<file path="src/rtl/sky130_fd_io__power_lvc_seq.sv">
// Power sequencer for the low-voltage-clamp pad group: synchronises and debounces both
// power-good inputs, then releases ENABLE_H, HLD_H_N and AMUX isolation in order.
module sky130_fd_io__power_lvc_seq #(
  parameter int DEB_CYCLES  = 16,
  parameter int STEP_CYCLES = 8,
  parameter int CW          = 8
) (
  input  logic       CLK,
  input  logic       RESET_B,
  input  logic       VDDIO_PGOOD,
  input  logic       VCCD_PGOOD,
  input  logic       SEQ_EN,
  output logic       ENABLE_H,
  output logic       HLD_H_N,
  output logic       AMUX_ISO,
  output logic       READY,
  output logic       FAULT,
  output logic [2:0] STATE
);

  localparam logic [CW-1:0] DEB_MAX   = CW'(DEB_CYCLES);
  localparam logic [CW-1:0] STEP_LAST = CW'(STEP_CYCLES - 1);

  typedef enum logic [2:0] {
    S_OFF       = 3'd0,
    S_WAIT_IO   = 3'd1,
    S_WAIT_CORE = 3'd2,
    S_PWR_EN    = 3'd3,
    S_REL_HOLD  = 3'd4,
    S_ON        = 3'd5,
    S_SHUT      = 3'd6,
    S_FAULT     = 3'd7
  } state_t;

  logic [1:0] raw;
  logic [1:0] good;
  assign raw = {VCCD_PGOOD, VDDIO_PGOOD};

  // Channel 0 is VDDIO, channel 1 is VCCD; a low synchronised sample drops good at once.
  genvar gi;
  generate
    for (gi = 0; gi < 2; gi++) begin : g_deb
      logic [1:0]    sync_reg;
      logic [CW-1:0] cnt_reg;
      always_ff @(posedge CLK or negedge RESET_B) begin
        if (!RESET_B) begin
          sync_reg <= '0;
          cnt_reg  <= '0;
        end else begin
          sync_reg <= {sync_reg[0], raw[gi]};
          if (!sync_reg[1])
            cnt_reg <= '0;
          else if (cnt_reg != DEB_MAX)
            cnt_reg <= cnt_reg + 1'b1;
        end
      end
      assign good[gi] = sync_reg[1] & (cnt_reg == DEB_MAX);
    end
  endgenerate

  logic io_good, core_good, supply_ok, step_done;
  assign io_good   = good[0];
  assign core_good = good[1];
  assign supply_ok = io_good & core_good;

  state_t        state_reg, state_next;
  logic [CW-1:0] step_reg, step_next;
  logic          enable_reg, enable_next;
  logic          hold_n_reg, hold_n_next;
  logic          iso_reg, iso_next;
  logic          ready_reg, ready_next;
  logic          fault_reg, fault_next;

  assign step_done = (step_reg == STEP_LAST);

  always_comb begin
    state_next = state_reg;
    case (state_reg)
      S_OFF:       if (SEQ_EN) state_next = S_WAIT_IO;
      S_WAIT_IO:   if (!SEQ_EN) state_next = S_OFF;
                   else if (io_good) state_next = S_WAIT_CORE;
      S_WAIT_CORE: if (!SEQ_EN) state_next = S_OFF;
                   else if (!io_good) state_next = S_WAIT_IO;
                   else if (core_good) state_next = S_PWR_EN;
      S_PWR_EN:    if (!supply_ok) state_next = S_FAULT;
                   else if (!SEQ_EN) state_next = S_SHUT;
                   else if (step_done) state_next = S_REL_HOLD;
      S_REL_HOLD:  if (!supply_ok) state_next = S_FAULT;
                   else if (!SEQ_EN) state_next = S_SHUT;
                   else if (step_done) state_next = S_ON;
      S_ON:        if (!supply_ok) state_next = S_FAULT;
                   else if (!SEQ_EN) state_next = S_SHUT;
      S_SHUT:      if (!supply_ok) state_next = S_FAULT;
                   else if (step_done) state_next = S_OFF;
      S_FAULT:     if (!SEQ_EN) state_next = S_OFF;
      default:     state_next = S_OFF;
    endcase

    // Dwell counter restarts on every state change so each timed state lasts STEP_CYCLES.
    step_next = '0;
    if (state_next == state_reg &&
        (state_reg == S_PWR_EN || state_reg == S_REL_HOLD || state_reg == S_SHUT))
      step_next = step_reg + 1'b1;

    enable_next = (state_next == S_PWR_EN) || (state_next == S_REL_HOLD) ||
                  (state_next == S_ON) || (state_next == S_SHUT);
    hold_n_next = (state_next == S_REL_HOLD) || (state_next == S_ON);
    iso_next    = (state_next != S_ON);
    ready_next  = (state_next == S_ON);
    fault_next  = (state_next == S_FAULT);
  end

  always_ff @(posedge CLK or negedge RESET_B) begin
    if (!RESET_B) begin
      state_reg  <= S_OFF;
      step_reg   <= '0;
      enable_reg <= 1'b0;
      hold_n_reg <= 1'b0;
      iso_reg    <= 1'b1;
      ready_reg  <= 1'b0;
      fault_reg  <= 1'b0;
    end else begin
      state_reg  <= state_next;
      step_reg   <= step_next;
      enable_reg <= enable_next;
      hold_n_reg <= hold_n_next;
      iso_reg    <= iso_next;
      ready_reg  <= ready_next;
      fault_reg  <= fault_next;
    end
  end

  assign ENABLE_H = enable_reg;
  assign HLD_H_N  = hold_n_reg;
  assign AMUX_ISO = iso_reg;
  assign READY    = ready_reg;
  assign FAULT    = fault_reg;
  assign STATE    = state_reg;

endmodule

</file>
<file path="config.mk">
export PLATFORM = sky130hd
export DESIGN_NAME = sky130_fd_io__power_lvc_seq
export DESIGN_NICKNAME = d
export VERILOG_FILES = /design/src/rtl/sky130_fd_io__power_lvc_seq.sv
export SDC_FILE = /design/constraint.sdc
export NUM_CORES = 1
export LEC_CHECK = 0
export CAP_MARGIN = 30
export CORE_MARGIN = 4
export CORE_UTILIZATION = 52
export DETAILED_ROUTE_END_ITERATION = 16
export GPL_TIMING_DRIVEN = 0
export PLACE_DENSITY = 0.77
export SYNTH_ARGS = -nofsm -noshare
export SYNTH_HDL_FRONTEND = slang
export SYNTH_SLANG_ARGS = --single-unit
</file>
<file path="constraint.sdc">
create_clock -name CLK -period 2.6 [get_ports CLK]
set_clock_uncertainty 0.15 [all_clocks]
set_input_delay 0.65 -clock CLK [delete_from_list [all_inputs] [get_ports CLK]]
set_output_delay 0.65 -clock CLK [all_outputs]
set_load 0.1 [all_outputs]
</file>
======== Word-level counts from Yosys, hierarchy flattened ========
Cells that the tools add are included.
word-level totals
  bits in registers ....................... 36
  bits of input ports ..................... 5
  output and inout bits ................... 8
cells by class
  add/subtract/negate cells ............... 3
  eq/ne operators ......................... 21
  mux-type cells .......................... 23
  bitwise logic cells ..................... 3
  reductions and logical operators ........ 8
operators with widths
  operator             count
  $mux 3               17
  $mux 8               5
  $add 8x1->8 const B  3
  $eq 3x3->1 const B   8
  $pmux 3 s8           1
  $eq 8x5->1 const B   2
  $ne 8x5->1 const B   2
  $eq 3x2->1 const B   3
  $eq 8x3->1 const B   1
  $logic_or 1x1->1     6
  $ne 2x1->1 const B   2
  $and 1x1->1          3
  $eq 3x1->1 const B   1
  $eq 3x3->1           1
  $logic_not 3->1      1
  $ne 3x3->1 const B   1
  $logic_and 1x1->1    1

======== Depth between registers and ports, before layout ========
Gate-level depths: netlist of run 1.
  word-level depth ........................ 10
  mapped depth ............................ 10

======== Least setup slack after synthesis of run 1 ========
No wires, ideal clock.
  kind .................................... reg-to-reg
  from .................................... reg state_reg[2], in the netlist STATE[2]
  to ...................................... reg iso_reg, in the netlist AMUX_ISO
  setup time .............................. 0.088 ns
  data arrival time ....................... 2.379 ns
  required time ........................... 2.362 ns
  slack ................................... -0.017 ns
  cell stages (with the launch flop) ...... 8
  path buffers ............................ 1
  cell sequence ........................... dfrtp_1 > clkbuf_1 > nor2b_1 > a31oi_1 > a221o_1 > o21ai_0 > nor2_1 > or3_1
on the way
  longest elaborated chain between the ends .. 5
  elaborated cells on any way between the ends .. 27
  classes of those cells .................. eq/ne: 8; mux: 18; reduce/logical: 1
ends and longest elaborated chain
  what                              line        RTL
  start: declaration                66          state_t state_reg, state_next;
  start signal: assignment          123         state_reg <= state_next;
  $mux 3, on equally long branches  90, 84, 87
  $mux 3, on equally long branches  89, 83, 86
  $mux 3, on equally long branches  88, 82, 85
  $pmux 3 s8 (*)                    78          case (state_reg)
  $ne 3x3->1 (*)                    108         iso_next = (state_next != S_ON);
  net iso_next                      70          logic iso_reg, iso_next;
  end signal: assignment            127         iso_reg <= iso_next;
  end: declaration                  70
The timed path passes the listed nets; every way through them passes the cells marked *.
A chain may end at the register's enable or synchronous reset.

======== Worst setup path after layout of run 1 ========
  from .................................... reg g_deb[0].cnt_reg[3]
  to ...................................... reg iso_reg, in the netlist AMUX_ISO
on the way
  longest elaborated chain between the ends .. 6
  elaborated cells on any way between the ends .. 13
  classes of those cells .................. eq/ne: 2; mux: 9; bitwise: 2
ends and longest elaborated chain
  what                                       line  RTL
  start: declaration                         44    logic [CW-1:0] cnt_reg;
  start signal: assignment                   54    cnt_reg <= cnt_reg + 1'b1;
  $eq 8x5->1 (*)                             57    assign good[gi] = sync_reg[1] & (cnt_reg == DEB_MAX);
  $and 1x1->1 (*)                            57
  $and 1x1->1, or another cell as far along  64    assign supply_ok = io_good & core_good;
  $mux 3, or another cell as far along       93    S_SHUT: if (!supply_ok) state_next = S_FAULT;
  $pmux 3 s8 (*)                             78
  net state_next[1]                          66
  $ne 3x3->1 (*)                             108
  net iso_next                               70
Marks and branches as above.

==> results.py, run 1 <==
metrics = {
    "global_route": {
        "grt_pass1_vias": 1460,
        "grt_pass1_wl_um": 6410,
        "overflow": 0,
        "track_usage_pct": 18.6,
        "grt_max_degree": 37,
        "antenna_found_initial": 0,
    },
    "synthesis": {
        "synth_cells": 191,
        "synth-simple-area-share_pct": 26.3,
        "ys_warn_count": 0,
        "async_flop_share_pct": 100,
        "synthTopCellsByArea": "dfrtp_1 46%, xnor2_1 6.0%, and2_1 4.9%",
        "synth_top_family_by_area": "simple AND/OR/NAND/NOR gates",
        "synth_xor_area_share_pct": 8.73,
        "post-synth-top-area-fraction_pct": 46.0,
        "syn_avg_cell_area_um2": 9.98,
        "muxShareOfSynthArea_pct": 1.05,
        "synth_edf_count": 0,
        "synth_ff_type": "dfrtp_1",
        "synth_area_um2": 1910,
        "seq_area_frac_synth_pct": 47.3,
        "synth-seq-cells": 36,
        "yosys.area.top_type": "dfrtp_1",
        "synthDistinctLibCells": 46,
        "syn_nets": 201,
        "synth_compound_area_share_pct": 9.98,
        "synth-adder-area-share_pct": 3.28,
    },
    "pwr": {
        "power_mw": 2.10,
        "peakVddDrop_mv": 0.400,
        "powerDensity_nw_per_um2": 941,
        "leakagePower_nw": 0.989,
    },
    "cells_and_area": {
        "ff_latch_area_um2": 903,
        "drive_gt1_share_pct": 13.6,
        "finalNetCount": 223,
        "fill_cells": 280,
        "largest_reg_flops": 16,
        "final_cells": 260,
        "num_antenna_cells": 0,
        "syn_to_final_growth_pct": 17.4,
        "multi_input_area_um2": 980,
    },
    "floorplan": {
        "io_pins": 13,
        "die_w_um": 68.5,
        "initial_core_util_pct": 55.4,
        "die_y_um": 68.5,
        "core_area_um2": 3440,
        "die-area_um2": 4700,
        "rows": 21,
    },
    "cts": {
        "cts_root_buffer": "clkbuf_8",
        "h-tree-depth": 2,
        "cts_sinks": 36,
        "hold_buffers": 0,
        "cts_made_buffers": 5,
        "clk_pin_slew_ns": 0.07,
        "clk_path_buf_depth": 2,
        "clock_latency_ns": 0.29,
        "cts_tree": "yes",
    },
    "critical_path": {
        "slowest_stage": "or4b_4",
        "end_kind": "flip-flop",
        "crit_type": "reg2reg",
        "path_max_fanout": 7,
        "arrival_ns": 2.66,
        "start_kind": "flip-flop",
        "critPathBufInv": 1,
        "cp_top_family": "simple AND/OR/NAND/NOR gates",
        "crit_required_ns": 2.66,
        "path_cells": "or4b_4 > or2_1 > buf_6 > nor3_4 > a221oi_2 > or3_4 > or3_1",
        "cpPeakStageDelay_ns": 0.56,
    },
    "route": {
        "routedWlPerCell_um": 14.4,
        "first_iter_violations": 79,
        "antenna_left": 0,
        "vias": 1469,
        "firstDrtPassIters": 5,
        "vias_per_cell": 5.65,
        "drc_errors": 0,
        "wl_um": 3740,
    },
    "worst_hold_path": {
        "min_path_type": "reg2reg",
    },
    "sta": {
        "maxSlewViolCount": 0,
        "hold_violations": 0,
        "period_minus_slack_ns": 2.60,
        "tightestPinTransition_ns": 0.966,
        "relSlewSlack_pct": 35.4,
        "fin_crit_sh_pct": 100,
        "final-setup-viol-count": 1,
        "fmax_ghz": 0.384,
        "setup_ws_ns": -0.00214,
        "grt_setup_unrepaired": "true",
    },
    "status": {
        "status": "complete, but fails checks",
        "violations": "negative setup slack",
    },
    "place": {
        "io_buffers": 11,
        "dpl.hpwl_um": 2570,
        "gp_congestion": 0.931,
        "dp.cells": 248,
    },
    "flow_run": {
        "drv_cap": 0,
    },
}
-- layer usage --
layer	track usage, %	share of wire [%]	up-vias
met2	31.6	50	53
met1	21.8	42	698
met5	0	0	-
met4	6.45	1.4	0
li1	-	-	711
met3	6.48	6.0	7
-- metrics by stage --
stage / setup TNS, ns / hold WS (ns) / area [um^2] / util [%] / worst slack [ns]
after detailed placement: -0.100 / 0.185 / 2070 / 60.1 / -0.100
after floorplan: 0 / 0.181 / 1910 / - / 0.00664
after CTS: 0 / 0.201 / 2210 / 64.1 / 0.0115
final: -0.00214 / 0.201 / 2240 / 65.0 / -0.00214
after global placement: -0.153 / 0.183 / 2070 / 60.3 / -0.0785
after global routing: -0.0876 / 0.220 / 2240 / 65.0 / -0.0876
-- report_power, final --
part / total (mW) / leakage [nW] / internal, mW / switching, mW
Clock: 0.435 / 0.0515 / 0.242 / 0.193
Sequential: 0.698 / 0.468 / 0.647 / 0.0515
Combinational: 0.972 / 0.469 / 0.252 / 0.720
Total: 2.10 / 0.989 / 1.14 / 0.964
-- final timing paths --
| kind | cells past startpoint | slack (ns) | start | to |
|---|---|---|---|---|
| setup / recovery | 7 | -0.002 | g_deb[0].cnt_reg[3] | AMUX_ISO |
| hold / removal | 0 | 0.20 | g_deb[1].sync_reg[0] | g_deb[1].sync_reg[1] |
| setup reg to reg | 7 | -0.002 | g_deb[0].cnt_reg[3] | AMUX_ISO |
| hold reg to reg | 0 | 0.20 | g_deb[1].sync_reg[0] | g_deb[1].sync_reg[1] |
| max in group asynchronous | 1 | 1.48 | RESET_B | STATE[2] |
| min in group asynchronous | 1 | 0.29 | RESET_B | ENABLE_H |
-- cells in the mapped netlist (2+ instances only) --
library cell / number
clkbuf_1: 4
o21ai_0: 8
nand3_1: 18
nor3_1: 3
nand4bb_1: 2
nor2_1: 19
nand2_1: 6
and3_1: 5
mux2i_1: 2
ha_1: 5
xor2_1: 6
or3_1: 2
dfrtp_1: 35
nor4bb_1: 2
and2_1: 15
a21oi_1: 6
inv_1: 10
xnor2_1: 13
nor2b_1: 3
-- kinds of logic after synthesis --
kind of cell	Yosys count
AOI/OAI and AO/OA	28
xor gates and xnor gates	19
adders and majority gates	5
buffers and inverters	15
DFF	36
muxes	2
and+or+nand+nor	86
-- placed cells by master (no fill, tap or decap), drive strengths merged, types with 2 or more instances in the layout --
cell type,count
inv,10
dlygate4sd2,4
and2,15
mux2i,2
and3,6
clkdlybuf4s50,5
clkbuf,12
nand2,7
xnor2,13
buf,6
nand3,18
a21oi,6
nor4bb,2
nor2,19
nor2b,3
nor3,4
nand4bb,2
ha,5
or3,3
or4b,3
o21ai,9
xor2,6
dfrtp,35
-- cell type report --
type	count	area share (%)
inverters	10	1.68
well taps	46	2.57
flip-flops and latches	36	40.4
repair buffers	15	5.93
plain buffers	5	1.17
multi-input cells	140	43.8
clock buffers	8	4.47
-- repair_timing --
action                                  4_1_cts  5_1_grt
endpoints found under the setup margin        5       12
buffers inserted                              4        0
pin swaps                                     3        0
gates resized for setup                       6        6
(Power assumes the default switching activity.)
==> inputs of run 2 (changes only) <==
Settings changed: CORE_MARGIN 4 to default.
==> run 2 against run 1 <==
Compared with the run above:
- the flow now finishes without violations
- setup slack improved by 0.029 ns
- non-clock buffer count increased by 1
- final cell count increased by 0.38%
- critical path depth unchanged
- first-iteration DRC count decreased by 25%
- die area decreased by 17%
- clock power decreased by 10%
- combinational power decreased by 4.1%
- largest cell class unchanged
==> results.py, run 2 (synthesis results as in run 1) <==
metrics = {
    "cts": {
        "clk_path_buf_depth": 2,
        "cts_sinks": 36,
        "cts_made_buffers": 5,
        "hold_buffers": 0,
        "cts_root_buffer": "clkbuf_4",
        "h-tree-depth": 2,
        "clk_pin_slew_ns": 0.11,
        "clock_latency_ns": 0.35,
        "cts_tree": "yes",
    },
    "floorplan": {
        "die_w_um": 62.5,
        "rows": 21,
        "core_area_um2": 3420,
        "die_y_um": 62.5,
        "die-area_um2": 3910,
        "io_pins": 13,
        "initial_core_util_pct": 55.8,
    },
    "cells_and_area": {
        "syn_to_final_growth_pct": 15.8,
        "post-route-util_pct": 64.6,
        "multi_input_area_um2": 970,
        "drive_gt1_share_pct": 13.5,
        "finalNetCount": 224,
        "largest_reg_flops": 16,
        "num_antenna_cells": 0,
        "layout.cells.most_common_list": "34 x dfrtp_1, 18 x nor2_1, 18 x nand3_1",
        "ff_latch_area_um2": 903,
        "design_area_um2": 2210,
        "fill_cells": 287,
        "final_common_cell": "dfrtp_1",
    },
    "route": {
        "drc_errors": 0,
        "highest_layer": "met4",
        "first_iter_violations": 59,
        "vias_per_cell": 5.56,
        "wl_um": 3470,
        "firstDrtPassIters": 4,
        "m1WireLength_um": 1510,
        "routed-wl-met2_um": 1740,
        "routedWlPerCell_um": 13.3,
        "dr_wl_met3_um": 157,
        "antenna_left": 0,
        "vias": 1452,
    },
    "place": {
        "post_dp_cell_area_um2": 2070,
        "post-place-ws_ns": -0.110,
        "gp_congestion": 0.880,
        "io_buffers": 11,
        "dpl.hpwl_um": 2480,
    },
    "critical_path": {
        "path_max_fanout": 7,
        "arrival_ns": 2.71,
        "reg2reg_depth": 7,
        "start_kind": "flip-flop",
        "cp-startpoint": "g_deb[0].cnt_reg[3]",
        "crit_type": "reg2reg",
        "reg2reg_from": "g_deb[0].cnt_reg[3]",
        "endpoint": "AMUX_ISO",
        "rrSetupSlack_ns": 0.03,
        "crit_required_ns": 2.73,
        "end_kind": "flip-flop",
        "rr_endpoint": "AMUX_ISO",
    },
    "sta": {
        "hold_ws_ns": 0.214,
        "fin_crit_sh_pct": 98.9,
        "grt_setup_unrepaired": "true",
        "finalSetupTns_ns": 0,
        "fmax_ghz": 0.389,
        "setup_ws_ns": 0.0274,
        "tightestPinTransition_ns": 0.956,
        "final-setup-viol-count": 0,
        "maxSlewViolCount": 0,
        "hold_violations": 0,
        "period_minus_slack_ns": 2.57,
        "relSlewSlack_pct": 36.5,
    },
    "pwr": {
        "p_sw_uw": 944,
        "p_int_mw": 1.07,
        "p_seq_share_pct": 34.5,
        "leakagePower_nw": 0.977,
        "powerDensity_nw_per_um2": 914,
        "swShare_pct": 46.8,
        "clock_power_share_pct": 19.3,
        "power_frac_comb_pct": 46.2,
        "peakVddDrop_mv": 0.402,
    },
    "worst_hold_path": {
        "whs_path_depth": 0,
        "min_path_type": "reg2reg",
    },
    "global_route": {
        "track_usage_pct": 19.8,
        "grt_pass1_wl_um": 6070,
        "overflow": 0,
        "grt_pass1_vias": 1400,
        "antenna_found_initial": 0,
        "grt_max_degree": 37,
    },
    "flow_run": {
        "drv_cap": 0,
    },
    "status": {
        "status": "completed",
    },
}
run 2: per-layer routing:
layer  track usage, %  up-vias
li1                 -      709
met1             24.1      701
met2             33.2       35
met3             5.47        7
met4             7.85        0
met5                0        -
run 2: layout make-up:
| class | instances | area share [%] |
|---|---|---|
| timing repair buffer | 16 | 6.01 |
| multi-input combinational | 140 | 43.9 |
| tap | 46 | 2.61 |
| sequential | 36 | 40.9 |
| buffer | 5 | 1.19 |
| clock buffer | 5 | 1.70 |
| inverter | 10 | 1.70 |
| clock inverter | 3 | 1.93 |
run 2: what timing repair did:
| action | CTS | global route |
|---|---|---|
| pin swaps | 1 | 5 |
| setup endpoints to repair | 9 | 3 |
| buffers inserted | 2 | 3 |
| resized for setup | 11 | 2 |
run 2: power by group through the flow:
stage | Sequential [mW] | Clock, mW | Combinational [mW]
after floorplan | 1.10 | 0 | 0.359
after global placement | 0.706 | 0 | 0.955
after detailed placement | 0.710 | 0 | 0.965
after CTS | 0.696 | 0.400 | 0.934
after global routing | 0.709 | 0.429 | 0.997
final | 0.696 | 0.390 | 0.932
run 2: worst min path at each step:
stage	to	start	slack [ns]
finish	g_deb[0].sync_reg[1]	g_deb[0].sync_reg[0]	0.21
global route	g_deb[1].sync_reg[1]	g_deb[1].sync_reg[0]	0.23
CTS	g_deb[0].sync_reg[1]	g_deb[0].sync_reg[0]	0.22
detailed placement	g_deb[0].sync_reg[1]	g_deb[0].sync_reg[0]	0.19
global placement	g_deb[1].sync_reg[1]	g_deb[1].sync_reg[0]	0.18
floorplan	g_deb[0].sync_reg[1]	g_deb[0].sync_reg[0]	0.18
run 2: worst max-delay path: stages, from the launching register on:
cell      delay, ns
dfrtp_1        0.40
or4b_4         0.55
or2_1          0.23
buf_6          0.14
nor3_4         0.20
a221oi_2       0.10
or3_4          0.40
or3_1          0.35
run 2: stage by stage:
stage / instances / total power, mW
finish: 261 / 2.02
global route: 261 / 2.13
CTS: 258 / 2.03
detailed placement: 248 / 1.68
global placement: 248 / 1.66
floorplan: 191 / 1.46
==> inputs of run 3 (changes only) <==
Settings changed: CORE_UTILIZATION 52 to 45, DONT_BUFFER_PORTS from default to 1, PLACE_DENSITY 0.77 to 0.64.
==> run 3 against run 2 <==
Compared with the run above:
- the flow now finishes with violations (negative setup slack)
- design area down 1.6%
- power rose by 1.9%
- maximum frequency down 1.7%
- utilization fell by 11 points
- first-iteration DRC count grew 120%
- die area up 15%
- sequential share of layout area increased by 0.86 points
- wire length rose by 4.7%
- via count fell by 2.8%
- sequential power up 54%
- register-to-register slack worse by 0.04 ns
- final cell count decreased by 2.3%
==> results.py, run 3 (synthesis results as in run 1) <==
metrics = {
    "pwr": {
        "p_sw_uw": 949,
        "power_frac_comb_pct": 27.3,
        "p_seq_share_pct": 52.1,
        "power_mw": 2.06,
        "peakVddDrop_mv": 0.367,
        "swShare_pct": 46.1,
        "leakagePower_nw": 0.954,
        "clock_power_share_pct": 20.6,
        "p_int_mw": 1.11,
        "powerDensity_nw_per_um2": 948,
    },
    "flow_run": {
        "drv_cap": 0,
    },
    "global_route": {
        "grt_pass1_vias": 1420,
        "track_usage_pct": 19.2,
        "grt_pass1_wl_um": 6360,
        "antenna_found_initial": 0,
        "overflow": 0,
        "grt_max_degree": 36,
    },
    "route": {
        "vias_per_cell": 5.54,
        "drc_errors": 0,
        "wl_um": 3630,
        "first_iter_violations": 128,
        "routedWlPerCell_um": 14.3,
        "antenna_left": 0,
        "vias": 1412,
        "firstDrtPassIters": 4,
    },
    "cells_and_area": {
        "layout.cells.most_common_list": "33 x dfrtp_1, 19 x nor2_1, 18 x nand3_1",
        "syn_to_final_growth_pct": 13.9,
        "num_antenna_cells": 0,
        "finalNetCount": 214,
        "final_common_cell": "dfrtp_1",
        "largest_reg_flops": 16,
        "drive_gt1_share_pct": 14.1,
        "design_area_um2": 2170,
    },
    "critical_path": {
        "crit_type": "reg2reg",
        "rr_endpoint": "ENABLE_H",
        "start_kind": "flip-flop",
        "end_kind": "flip-flop",
        "reg2reg_from": "g_deb[0].cnt_reg[3]",
        "arrival_ns": 2.63,
        "rrSetupSlack_ns": -0.02,
        "endpoint": "ENABLE_H",
        "cp-startpoint": "g_deb[0].cnt_reg[3]",
        "crit_required_ns": 2.61,
        "path_max_fanout": 7,
        "reg2reg_depth": 9,
    },
    "sta": {
        "fin_crit_sh_pct": 101,
        "setup_ws_ns": -0.0170,
        "relSlewSlack_pct": 41.4,
        "tightestPinTransition_ns": 0.880,
        "maxSlewViolCount": 0,
        "final-setup-viol-count": 1,
        "hold_ws_ns": 0.0393,
        "grt_setup_unrepaired": "true",
        "fmax_ghz": 0.382,
        "hold_violations": 0,
        "period_minus_slack_ns": 2.62,
    },
    "place": {
        "post_dp_cell_area_um2": 2000,
        "post-place-ws_ns": -0.194,
        "gp_congestion": 0.873,
        "io_buffers": 0,
        "dpl.hpwl_um": 2570,
    },
    "cts": {
        "h-tree-depth": 2,
        "cts_made_buffers": 5,
        "cts_sinks": 36,
        "clk_path_buf_depth": 2,
        "cts_root_buffer": "clkbuf_8",
        "clk_pin_slew_ns": 0.07,
        "cts_tree": "yes",
        "clock_latency_ns": 0.28,
    },
    "floorplan": {
        "die_y_um": 67.1,
        "core_area_um2": 4030,
        "die-area_um2": 4500,
        "io_pins": 13,
        "die_w_um": 67.1,
        "rows": 23,
        "initial_core_util_pct": 47.3,
    },
    "status": {
        "status": "complete, but fails checks",
        "violations": "negative setup slack",
    },
    "worst_hold_path": {
        "min_path_type": "in2async",
    },
}
[run 3: cell count changes in the layout (fill, tap and decap cells not counted), sizes merged]
| cell | before | now |
|---|---|---|
| clkinv | 1 | 0 |
| bufinv | 1 | 0 |
| clkbuf | 9 | 12 |
| clkdlybuf4s50 | 2 | 0 |
| clkinvlp | 1 | 0 |
| dlygate4sd2 | 8 | 0 |
[run 3: layout make-up]
type,instances,area [um^2]
plain buffers,5,27.5
clock buffers,8,100
fillers,366,1860
inverters,10,37.5
multi-input cells,140,958
flip-flops and latches,36,907
well taps,50,62.6
repair buffers,6,77.6
[run 3: critical path: stages, from the launching register on]
cell and delay [ns]:
dfrtp_1 0.39, or4b_4 0.57, or2_1 0.25, buf_6 0.14
nor3_4 0.16, buf_4 0.14, a21oi_1 0.05, o21ai_1 0.34
inv_1 0.14, xnor2_1 0.15
[run 3: worst min-delay path by stage]
stage | startpoint | to | slack (ns) | cells after the start
finish | RESET_B | g_deb[1].cnt_reg[6] | 0.04 | 1
global route | RESET_B | AMUX_ISO | 0.04 | 0
CTS | RESET_B | g_deb[1].cnt_reg[6] | 0.04 | 1
detailed placement | g_deb[1].sync_reg[0] | g_deb[1].sync_reg[1] | 0.19 | 0
global placement | g_deb[0].sync_reg[0] | g_deb[0].sync_reg[1] | 0.18 | 0
floorplan | g_deb[0].sync_reg[0] | g_deb[0].sync_reg[1] | 0.18 | 0
[run 3: through the flow]
stage               std cells  setup TNS, ns  util, %
floorplan                 191              0        -
global route              255         -0.226     53.9
global placement          241         -0.281     48.9
CTS                       255              0     53.6
detailed placement        242         -0.224     49.6
finish                    255        -0.0170     53.9
[run 3: timing repair]
action / CTS / global route
resized for setup: 3 / 4
setup endpoints to repair: 3 / 7
pin swaps: 4 / 0
buffers inserted: 4 / 0
hold endpoints to repair: 35 / 0
hold buffers: 1 / 0
[run 3: routing by layer]
layer  GRT usage (%)  vias to the layer above  part of all wire [%]
met5               0                        -                     0
met4            11.4                        0                   2.4
met3            4.28                       10                   3.9
met2            30.5                       37                    49
met1            23.4                      675                    45
li1                -                      690                     -
[run 3: power by group through the flow]
stage	logic [mW]	registers, mW	clock network, mW
CTS	0.554	1.07	0.442
floorplan	0.359	1.10	0
global route	0.628	1.08	0.465
detailed placement	0.524	1.08	0
finish	0.561	1.07	0.425
global placement	0.431	1.12	0
